[config.mk]
export PLATFORM = sky130hd
export DESIGN_NAME = logic_unit_pipe
export DESIGN_NICKNAME = d
export VERILOG_FILES = /design/src/rtl/logic_unit_pkg.sv /design/src/rtl/logic_unit_core.sv /design/src/rtl/logic_unit_pipe.sv
export SDC_FILE = /design/constraint.sdc
export NUM_CORES = 1
export LEC_CHECK = 0
export ABC_AREA = 1
export CAP_MARGIN = 10
export CELL_PAD_IN_SITES_DETAIL_PLACEMENT = 2
export CELL_PAD_IN_SITES_GLOBAL_PLACEMENT = 2
export CORE_MARGIN = 1.5
export CORE_UTILIZATION = 39
export DETAILED_ROUTE_END_ITERATION = 10
export DONT_BUFFER_PORTS = 1
export GPL_TIMING_DRIVEN = 1
export HOLD_SLACK_MARGIN = 0.02
export PLACE_DENSITY_LB_ADDON = 0.3
export SYNTH_ARGS = -nofsm -noshare
export SYNTH_HDL_FRONTEND = slang
export SYNTH_HIERARCHICAL = 1
export SYNTH_SLANG_ARGS = --single-unit
[constraint.sdc]
create_clock -name iClk -period 3.34 [get_ports iClk]
set_input_delay 0.835 -clock iClk [delete_from_list [all_inputs] [get_ports iClk]]
set_output_delay 0.835 -clock iClk [all_outputs]
set_load 0.01 [all_outputs]
[src/rtl/logic_unit_pkg.sv]
// Shared op encoding and the per-bit operation used by logic_unit_core.
// Optional result flags are enabled by defining LOGIC_UNIT_FLAGS_EN.
package logic_unit_pkg;

  typedef logic [2:0] op_t;

  localparam op_t OP_AND  = 3'd0;
  localparam op_t OP_OR   = 3'd1;
  localparam op_t OP_NOT  = 3'd2;
  localparam op_t OP_XOR  = 3'd3;
  localparam op_t OP_NAND = 3'd4;
  localparam op_t OP_NOR  = 3'd5;
  localparam op_t OP_XNOR = 3'd6;
  localparam op_t OP_PASS = 3'd7;

  // Every op is bitwise, so the width is set by how many bits the caller feeds in.
  function automatic logic op_bit(input op_t op, input logic x, input logic y);
    logic r;
    case (op)
      OP_AND:  r = x & y;
      OP_OR:   r = x | y;
      OP_NOT:  r = ~x;
      OP_XOR:  r = x ^ y;
      OP_NAND: r = ~(x & y);
      OP_NOR:  r = ~(x | y);
      OP_XNOR: r = ~(x ^ y);
      default: r = x;
    endcase
    return r;
  endfunction

endpackage

[src/rtl/logic_unit_core.sv]
// Purely combinational bitwise F(op, x, y) over WIDTH bits.
module logic_unit_core
  import logic_unit_pkg::*;
#(
  parameter int WIDTH = 8
) (
  input  op_t              op_i,
  input  logic [WIDTH-1:0] x_i,
  input  logic [WIDTH-1:0] y_i,
  output logic [WIDTH-1:0] r_o
);

  always_comb begin
    r_o = '0;
    for (int i = 0; i < WIDTH; i++) begin
      r_o[i] = op_bit(op_i, x_i[i], y_i[i]);
    end
  end

endmodule

[src/rtl/logic_unit_pipe.sv]
// Two-stage bitwise logic unit with accumulate bursts and valid/ready on both sides.
// Define LOGIC_UNIT_FLAGS_EN to add registered oZero/oParity result flags.
module logic_unit_pipe
  import logic_unit_pkg::*;
#(
  parameter int WIDTH = 8
) (
  input  logic             iClk,
  input  logic             iRst_n,
  input  logic             iValid,
  output logic             oReady,
  input  logic [WIDTH-1:0] iA,
  input  logic [WIDTH-1:0] iB,
  input  logic [2:0]       iOp,
  input  logic             iAccum,
  input  logic             iLast,
  output logic             oValid,
  input  logic             iReady,
  output logic [WIDTH-1:0] oResult
`ifdef LOGIC_UNIT_FLAGS_EN
  ,
  output logic             oZero,
  output logic             oParity
`endif
);

  // Handshake: a beat moves on a side when its valid and ready are both high in
  // the same cycle; valid holds with stable data until then. oReady is
  // combinational from iReady (no skid buffer).

  logic             s1_valid_q, s1_valid_d;
  logic [WIDTH-1:0] s1_a_q, s1_b_q;
  op_t              s1_op_q;
  logic             s1_accum_q, s1_last_q;
  logic             s2_valid_q, s2_valid_d;
  logic [WIDTH-1:0] result_q, result_d;
  logic [WIDTH-1:0] acc_q, acc_d;
  logic             acc_active_q, acc_active_d;

  logic             accept, adv, load, chain;
  logic [WIDTH-1:0] core_x, core_y, core_r;

  assign adv    = s1_valid_q && (!s2_valid_q || iReady);
  assign oReady = !s1_valid_q || adv;
  assign accept = iValid && oReady;
  // Later burst beats fold into the accumulator: F(acc, A), B unused.
  assign chain  = s1_accum_q && acc_active_q;
  assign core_x = chain ? acc_q : s1_a_q;
  assign core_y = chain ? s1_a_q : s1_b_q;
  assign load   = adv && (!s1_accum_q || s1_last_q);

  logic_unit_core #(.WIDTH(WIDTH)) u_core (
    .op_i (s1_op_q),
    .x_i  (core_x),
    .y_i  (core_y),
    .r_o  (core_r)
  );

  always_comb begin
    s1_valid_d   = s1_valid_q;
    s2_valid_d   = s2_valid_q;
    result_d     = result_q;
    acc_d        = acc_q;
    acc_active_d = acc_active_q;
    if (adv)    s1_valid_d = 1'b0;
    if (accept) s1_valid_d = 1'b1;
    if (iReady) s2_valid_d = 1'b0;
    if (load) begin
      s2_valid_d = 1'b1;
      result_d   = core_r;
    end
    if (adv) begin
      // Anything other than a non-final burst beat ends (or aborts) the burst.
      if (s1_accum_q && !s1_last_q) begin
        acc_d        = core_r;
        acc_active_d = 1'b1;
      end else begin
        acc_d        = '0;
        acc_active_d = 1'b0;
      end
    end
  end

  always_ff @(posedge iClk or negedge iRst_n) begin
    if (!iRst_n) begin
      s1_valid_q   <= 1'b0;
      s1_a_q       <= '0;
      s1_b_q       <= '0;
      s1_op_q      <= OP_AND;
      s1_accum_q   <= 1'b0;
      s1_last_q    <= 1'b0;
      s2_valid_q   <= 1'b0;
      result_q     <= '0;
      acc_q        <= '0;
      acc_active_q <= 1'b0;
    end else begin
      s1_valid_q   <= s1_valid_d;
      s2_valid_q   <= s2_valid_d;
      result_q     <= result_d;
      acc_q        <= acc_d;
      acc_active_q <= acc_active_d;
      if (accept) begin
        s1_a_q     <= iA;
        s1_b_q     <= iB;
        s1_op_q    <= iOp;
        s1_accum_q <= iAccum;
        s1_last_q  <= iLast;
      end
    end
  end

  assign oValid  = s2_valid_q;
  assign oResult = result_q;

`ifdef LOGIC_UNIT_FLAGS_EN
  logic zero_q, parity_q;

  always_ff @(posedge iClk or negedge iRst_n) begin
    if (!iRst_n) begin
      zero_q   <= 1'b0;
      parity_q <= 1'b0;
    end else if (load) begin
      zero_q   <= (core_r == '0);
      parity_q <= ^core_r;
    end
  end

  assign oZero   = zero_q;
  assign oParity = parity_q;
`endif

endmodule

==> results of run 1 <==
-- sequential cells by signal, indices dropped and copies added, names as in the netlist --
register	count
s1_op_q	3
acc_active_q	1
s1_b_q	8
s1_valid_q	1
s1_a_q	8
s1_last_q	1
oResult	8
acc_q	8
s1_accum_q	1
oValid	1
-- cells by family (layout without fill, tap and decap cells) --
family	Yosys count	count (layout)	share of synthesized area
simple gates	275	275	0.446
flops	40	40	0.348
compound gates	11	11	0.0205
buf+inv	70	58	0.116
fa+ha+maj	16	16	0.0696
-- through the flow --
stage               cells  power, mW
finish                499       1.78
CTS                   499       1.80
detailed placement    492       1.47
floorplan             412       1.27
global placement      492       1.42
global route          499       1.93
-- layout by cell type (no fill, tap or decap), types with 2 or more instances in the layout --
cell	n
o21ai_1	8
nor2_4	3
nor2_1	25
nand2_1	140
nand3_1	67
dfrtp_1	40
clkbuf_8	5
inv_1	44
nand2_2	3
buf_4	4
nand4_1	32
ha_1	16
inv_4	2
-- where the power goes --
part / internal [mW] / switching, mW
Combinational: 0.220 / 0.480
Clock: 0.142 / 0.182
Sequential: 0.597 / 0.158
-- worst max-delay path by stage --
stage	start	endpoint	slack, ps	cells past startpoint
6_report	s1_accum_q$_DFFE_PN0P_	oResult[7]$_DFFE_PN0P_	760	11
5_1_grt	s1_accum_q$_DFFE_PN0P_	oResult[7]$_DFFE_PN0P_	500	11
4_1_cts	s1_accum_q$_DFFE_PN0P_	oResult[7]$_DFFE_PN0P_	740	11
3_5_place_dp	s1_accum_q$_DFFE_PN0P_	oResult[7]$_DFFE_PN0P_	800	11
3_3_place_gp	s1_accum_q$_DFFE_PN0P_	oResult[7]$_DFFE_PN0P_	990	11
2_1_floorplan	iReady	oReady	1310	3
-- metal layers --
metal	track usage	vias up
li1	-	1305
met1	0.320	1373
met2	0.426	48
met3	0.0429	10
met4	0.0696	0
met5	0	-
-- area by class of cell --
type                    instances  area [sq um]
flip-flops and latches         40          1000
repair buffers                  4          30.0
inverters                      47           186
clock inverters                 2          12.5
well taps                      99           124
fillers                       899          4210
clock buffers                   5          68.8
multi-input cells             302          1540
==> impl_metrics.toml, run 1 <==
[critical_path]
worstPathCellList = "nand2_2 -> a21oi_1 -> inv_1 -> ha_1 -> inv_1 -> nand4_1 -> nand2_1 -> nor2_1 -> nand3_1 -> nand4_1 -> nand2_1"
crit_slowest_cell = "dfrtp_1"
reg2reg_depth = 11
critPathLaunchType = "flip-flop"
rrSetupSlack_ps = 760
regToRegEndpoint = "oResult[7]$_DFFE_PN0P_"
crit_required_ps = 3540
path_buf_inv = 2
reg2reg_from = "s1_accum_q$_DFFE_PN0P_"
crit_fanout = 18
cp.arrival_ps = 2780
end_kind = "flip-flop"
critical-path-top-delay-family = "simple AND/OR/NAND/NOR gates"
critical_path.max_stage_delay_ps = 760
crit_type = "flip-flop to flip-flop"

[grt]
grt_pass1_wl_um = 14700
grt_use_total = 0.248
grt_antenna_before_repair = 0
grt_overflow = 0
grt_pass1_vias = 2858
grt_max_degree = 41

[detailed_routing]
met1_length_um = 4030
drc = 0
viasPerCell = 5.48
dr_wl_met2_um = 4490
firstDrtPassIters = 4
met3_length_um = 312
routedWlPerCell_um = 18.0
antenna_left = 0
dr.max_layer_used = "met4"
vias = 2736
totalWireLength_um = 8960
drt_iter0_markers = 90

[floorplanning]
core_sq_mm = 0.00718
die_area_sq_mm = 0.00790
std_cell_rows = 31
io_pins = 35
die_x_um = 88.9
initial_core_util = 0.401
dieHeight_um = 88.9

[sta]
setup-tns-final_ps = 0
tightestPinTransition_ps = 646
rsz0062_at_grt = "false"
whs_ps = 219
fin_worst_skew_ps = 9.26
setup_viol = 0
min_period_ps = 2580
fin_crit_sh = 0.773
max_freq_mhz = 387
setup_ws_ps = 757
maxSlewViolCount = 0
finalHoldViolCount = 0
maxSlewHeadroom = 0.569

[logic_synthesis]
yosysSeqAreaShare = 0.348
synth_area_leader_cell = "dfrtp_1"
yosysMostFrequentCell = "nand2_1"
synth-main-ff-cell = "dfrtp_1"
yosys_warnings = 6
synth_top_area_share = 0.348
syn_nets = 453
synth_common_cells = "140 x nand2_1, 67 x nand3_1, 44 x inv_1, 40 x dfrtp_1, 32 x nand4_1"
yosysUniqueCellTypes = 24
syn_inst = 412
synthArstFlopShare = 1.00
avgSynthCellArea_sq_um = 6.98
synth_edf_count = 0
synth_area_leaders = "dfrtp_1 35%, nand2_1 18%, nand3_1 12%"
synth_seq_cells = 40
netlist_area_sq_mm = 0.00288

[clock_network]
postCtsSetupBuffers = 0
clk_path_buf_depth = 2
clk_latency_ps = 300
hold_buffers = 0
cts_tree = "done"
cts.sinks = 40
cts_root_buf = "clkbuf_8"
path_clk_slew_ps = 80
cts_resized = 0
htreeDepth = 2
cts_buffers = 5

[layout]
fin_nets = 441
antenna_cells = 0
drive_gt1_frac = 0.0650
fin_area_sq_mm = 0.00296
fin_util = 0.413
syn2layout_area_growth_pct = 3.09

[job]
drv_cap = 0

[hold_path]
hold_path_class = "primary input to asynchronous set/reset pin"

[placed_design]
placed_area_sq_mm = 0.00288
dp_hpwl_um = 6780
place_congestion = 0.835
portBuffers = 0
dpl_worst_slack_ps = 798

[power]
power-per-cell-area_mw_per_mm2 = 600
ir_worst_vdd_v = 0.000258
power.leakage_nw = 1.59

[run_status]
status = "finished clean"
Power figures use the tool's default switching activity.
==> inputs of run 2 (changes only) <==
--- a/config.mk
+++ b/config.mk
@@ -5,12 +5,12 @@
 export SDC_FILE = /design/constraint.sdc
 export NUM_CORES = 1
 export LEC_CHECK = 0
-export ABC_AREA = 1
+export ABC_AREA = 0
 export CAP_MARGIN = 10
 export CELL_PAD_IN_SITES_DETAIL_PLACEMENT = 2
 export CELL_PAD_IN_SITES_GLOBAL_PLACEMENT = 2
 export CORE_MARGIN = 1.5
-export CORE_UTILIZATION = 39
+export CORE_UTILIZATION = 42
 export DETAILED_ROUTE_END_ITERATION = 10
 export DONT_BUFFER_PORTS = 1
 export GPL_TIMING_DRIVEN = 1
==> constraint.sdc (replaced) <==
create_clock -name iClk -period 2.45 [get_ports iClk]
set_input_delay 0.6125 -clock iClk [delete_from_list [all_inputs] [get_ports iClk]]
set_output_delay 0.6125 -clock iClk [all_outputs]
set_load 0.01 [all_outputs]
==> run 2 against run 1 <==
  * The flow now finishes with violations (negative setup slack)
  * Utilization grew 9.4 points
  * Critical path depth shrank 1
  * Maximum frequency shrank 0.31%
  * Flip-flop and latch count is the same
  * Via count shrank 29%
  * Non-clock buffer count grew 15
  * Routed wire length shrank 4.0%
  * Critical path type unchanged
  * Highest routed layer unchanged
==> impl_metrics.toml, run 2 <==
[power]
ir_worst_vdd_v = 0.000528
power-per-cell-area_mw_per_mm2 = 952
power.leakage_nw = 1.37
power.total_mw = 2.87

[logic_synthesis]
yosysSeqAreaShare = 0.382
synth_compound_area_frac = 0.110
synth-main-ff-cell = "dfrtp_1"
synth_edf_count = 0
yosysMostFrequentCell = "mux2_2"
netlist_area_sq_mm = 0.00262
syn_inst = 239
yosys-mux-area-fraction = 0.245
yosysUniqueCellTypes = 35
synthArstFlopShare = 1.00
synth_top_area_share = 0.382
synth_seq_cells = 40
synthSimpleGateAreaFrac = 0.101
synth_common_cells = "46 x mux2_2, 40 x dfrtp_1, 16 x ha_1, 16 x inv_1, 13 x nor2_1"
avgSynthCellArea_sq_um = 11.0
synthAdderAreaFrac = 0.0764
syn_nets = 280
yosys_warnings = 6
synth_top_family_by_area = "multiplexers"
synth_xor_xnor_area_share = 0.0267
synth_area_leader_cell = "dfrtp_1"
synth_area_leaders = "dfrtp_1 38%, mux2_2 20%, ha_1 7.6%"

[sta]
fin_worst_skew_ps = 7.58
setup-tns-final_ps = -479
rsz0062_at_grt = "true"
min_period_ps = 2590
maxSlewViolCount = 0
setup_viol = 9
tightestPinTransition_ps = 861
maxSlewHeadroom = 0.426
max_freq_mhz = 386
finalHoldViolCount = 0
setup_ws_ps = -141
whs_ps = 163
fin_crit_sh = 1.06

[detailed_routing]
antenna_left = 0
totalWireLength_um = 8600
firstDrtPassIters = 4
routedWlPerCell_um = 26.3
drt_iter0_markers = 131
viasPerCell = 5.97
drc = 0
vias = 1952

[critical_path]
end_kind = "flip-flop"
crit_type = "flip-flop to flip-flop"
crit_fanout = 8
cp.arrival_ps = 2770
critPathLaunchType = "flip-flop"
crit_required_ps = 2630

[floorplanning]
dieHeight_um = 82.0
io_pins = 35
core_sq_mm = 0.00596
std_cell_rows = 28
initial_core_util = 0.440
die_area_sq_mm = 0.00672
die_x_um = 82.0

[clock_network]
clk_latency_ps = 290
cts_buffers = 5
htreeDepth = 2
cts_root_buf = "clkbuf_8"
path_clk_slew_ps = 80
cts.sinks = 40
cts_tree = "done"
clk_path_buf_depth = 2

[grt]
grt_max_degree = 41
grt_antenna_before_repair = 0
grt_pass1_vias = 2040
grt_pass1_wl_um = 10800
grt_use_total = 0.217
grt_overflow = 0

[run_status]
violations = "negative setup slack"
status = "complete, but fails checks"

[layout]
drive_gt1_frac = 0.401
syn2layout_area_growth_pct = 15.2
final_cell_mix = "40 x dfrtp_1, 37 x mux2_2, 15 x buf_4"
antenna_cells = 0
fin_nets = 292
final_common_cell = "dfrtp_1"

[job]
drv_cap = 0

[placed_design]
portBuffers = 0
place_congestion = 0.746
dp_hpwl_um = 4640

[hold_path]
hold_path_class = "primary input to asynchronous set/reset pin"
run 2: changes by cell type after synthesis, moves of 5 or more:
cell / change
nand2_1: -133
xnor2_1: +7
mux2i_1: +10
nand3_1: -67
buf_2: -5
nor2b_1: +9
a21oi_1: +7
inv_1: -28
a21bo_2: +8
nand4_1: -24
mux2_2: +46
nor2_1: -12
run 2: cell type report:
cell class | count | area [sq um]
clock buffers | 8 | 90.1
fillers | 584 | 2940
inverters | 16 | 62.6
multi-input cells | 169 | 1570
flip-flops and latches | 40 | 1000
well taps | 75 | 93.8
repair buffers | 19 | 198
run 2: metal layers:
metal | part of all wire | vias to the layer above | GRT usage
met1 | 0.42 | 1023 | 0.284
met4 | 0.028 | 0 | 0.0695
met2 | 0.52 | 47 | 0.365
met3 | 0.032 | 16 | 0.0333
met5 | 0 | - | 0
li1 | - | 866 | -
run 2: path summary, 6_finish.rpt:
check,start,to,slack [ps],cells past startpoint
max,s1_accum_q$_DFFE_PN0P_,acc_q[6]$_DFFE_PN0P_,-140,10
max reg2reg,s1_accum_q$_DFFE_PN0P_,acc_q[6]$_DFFE_PN0P_,-140,10
min reg2reg,acc_q[0]$_DFFE_PN0P_,acc_q[0]$_DFFE_PN0P_,510,1
min,iRst_n,acc_q[7]$_DFFE_PN0P_,160,1
min in group iClk,iValid,s1_valid_q$_DFFE_PN0P_,430,1
max in group asynchronous,iRst_n,s1_b_q[1]$_DFFE_PN0P_,2090,1
run 2: critical path: stages, from the launching register on:
cell and delay, ps:
dfrtp_1 420, nand2_2 170, clkbuf_16 190, mux2_2 350, inv_1 70, ha_1 130
mux2i_1 110, a221oi_2 450, o22ai_2 180, nand4_1 150, a21bo_2 260
run 2: stage by stage:
step	setup slack, ps	instance area [sq um]	utilization	instances
after global placement	113	2720	0.457	310
after detailed placement	35.9	2720	0.457	310
final	-141	3020	0.507	327
after global routing	-189	3020	0.507	327
after CTS	1.71	2830	0.475	319
after floorplan	65.3	2620	-	239
run 2: timing repair:
item | CTS | global route
hold endpoints to repair | 40 | 0
resized for setup | 0 | 29
setup buffers | 0 | 7
hold buffers | 1 | 0
setup endpoints to repair | 0 | 6
run 2: cells by family (layout without fill, tap and decap cells):
kind of cell	count (synthesis)	after routing
compound gates	41	41
xor+xnor	8	8
fa+ha+maj	16	16
buf+inv	30	43
flops	40	40
mux	58	58
simple gates	46	46
run 2: where the power goes:
part | internal, mW | leakage (nW) | switching (mW)
registers | 0.827 | 0.481 | 0.201
logic | 0.668 | 0.848 | 0.717
clock network | 0.230 | 0.0455 | 0.231
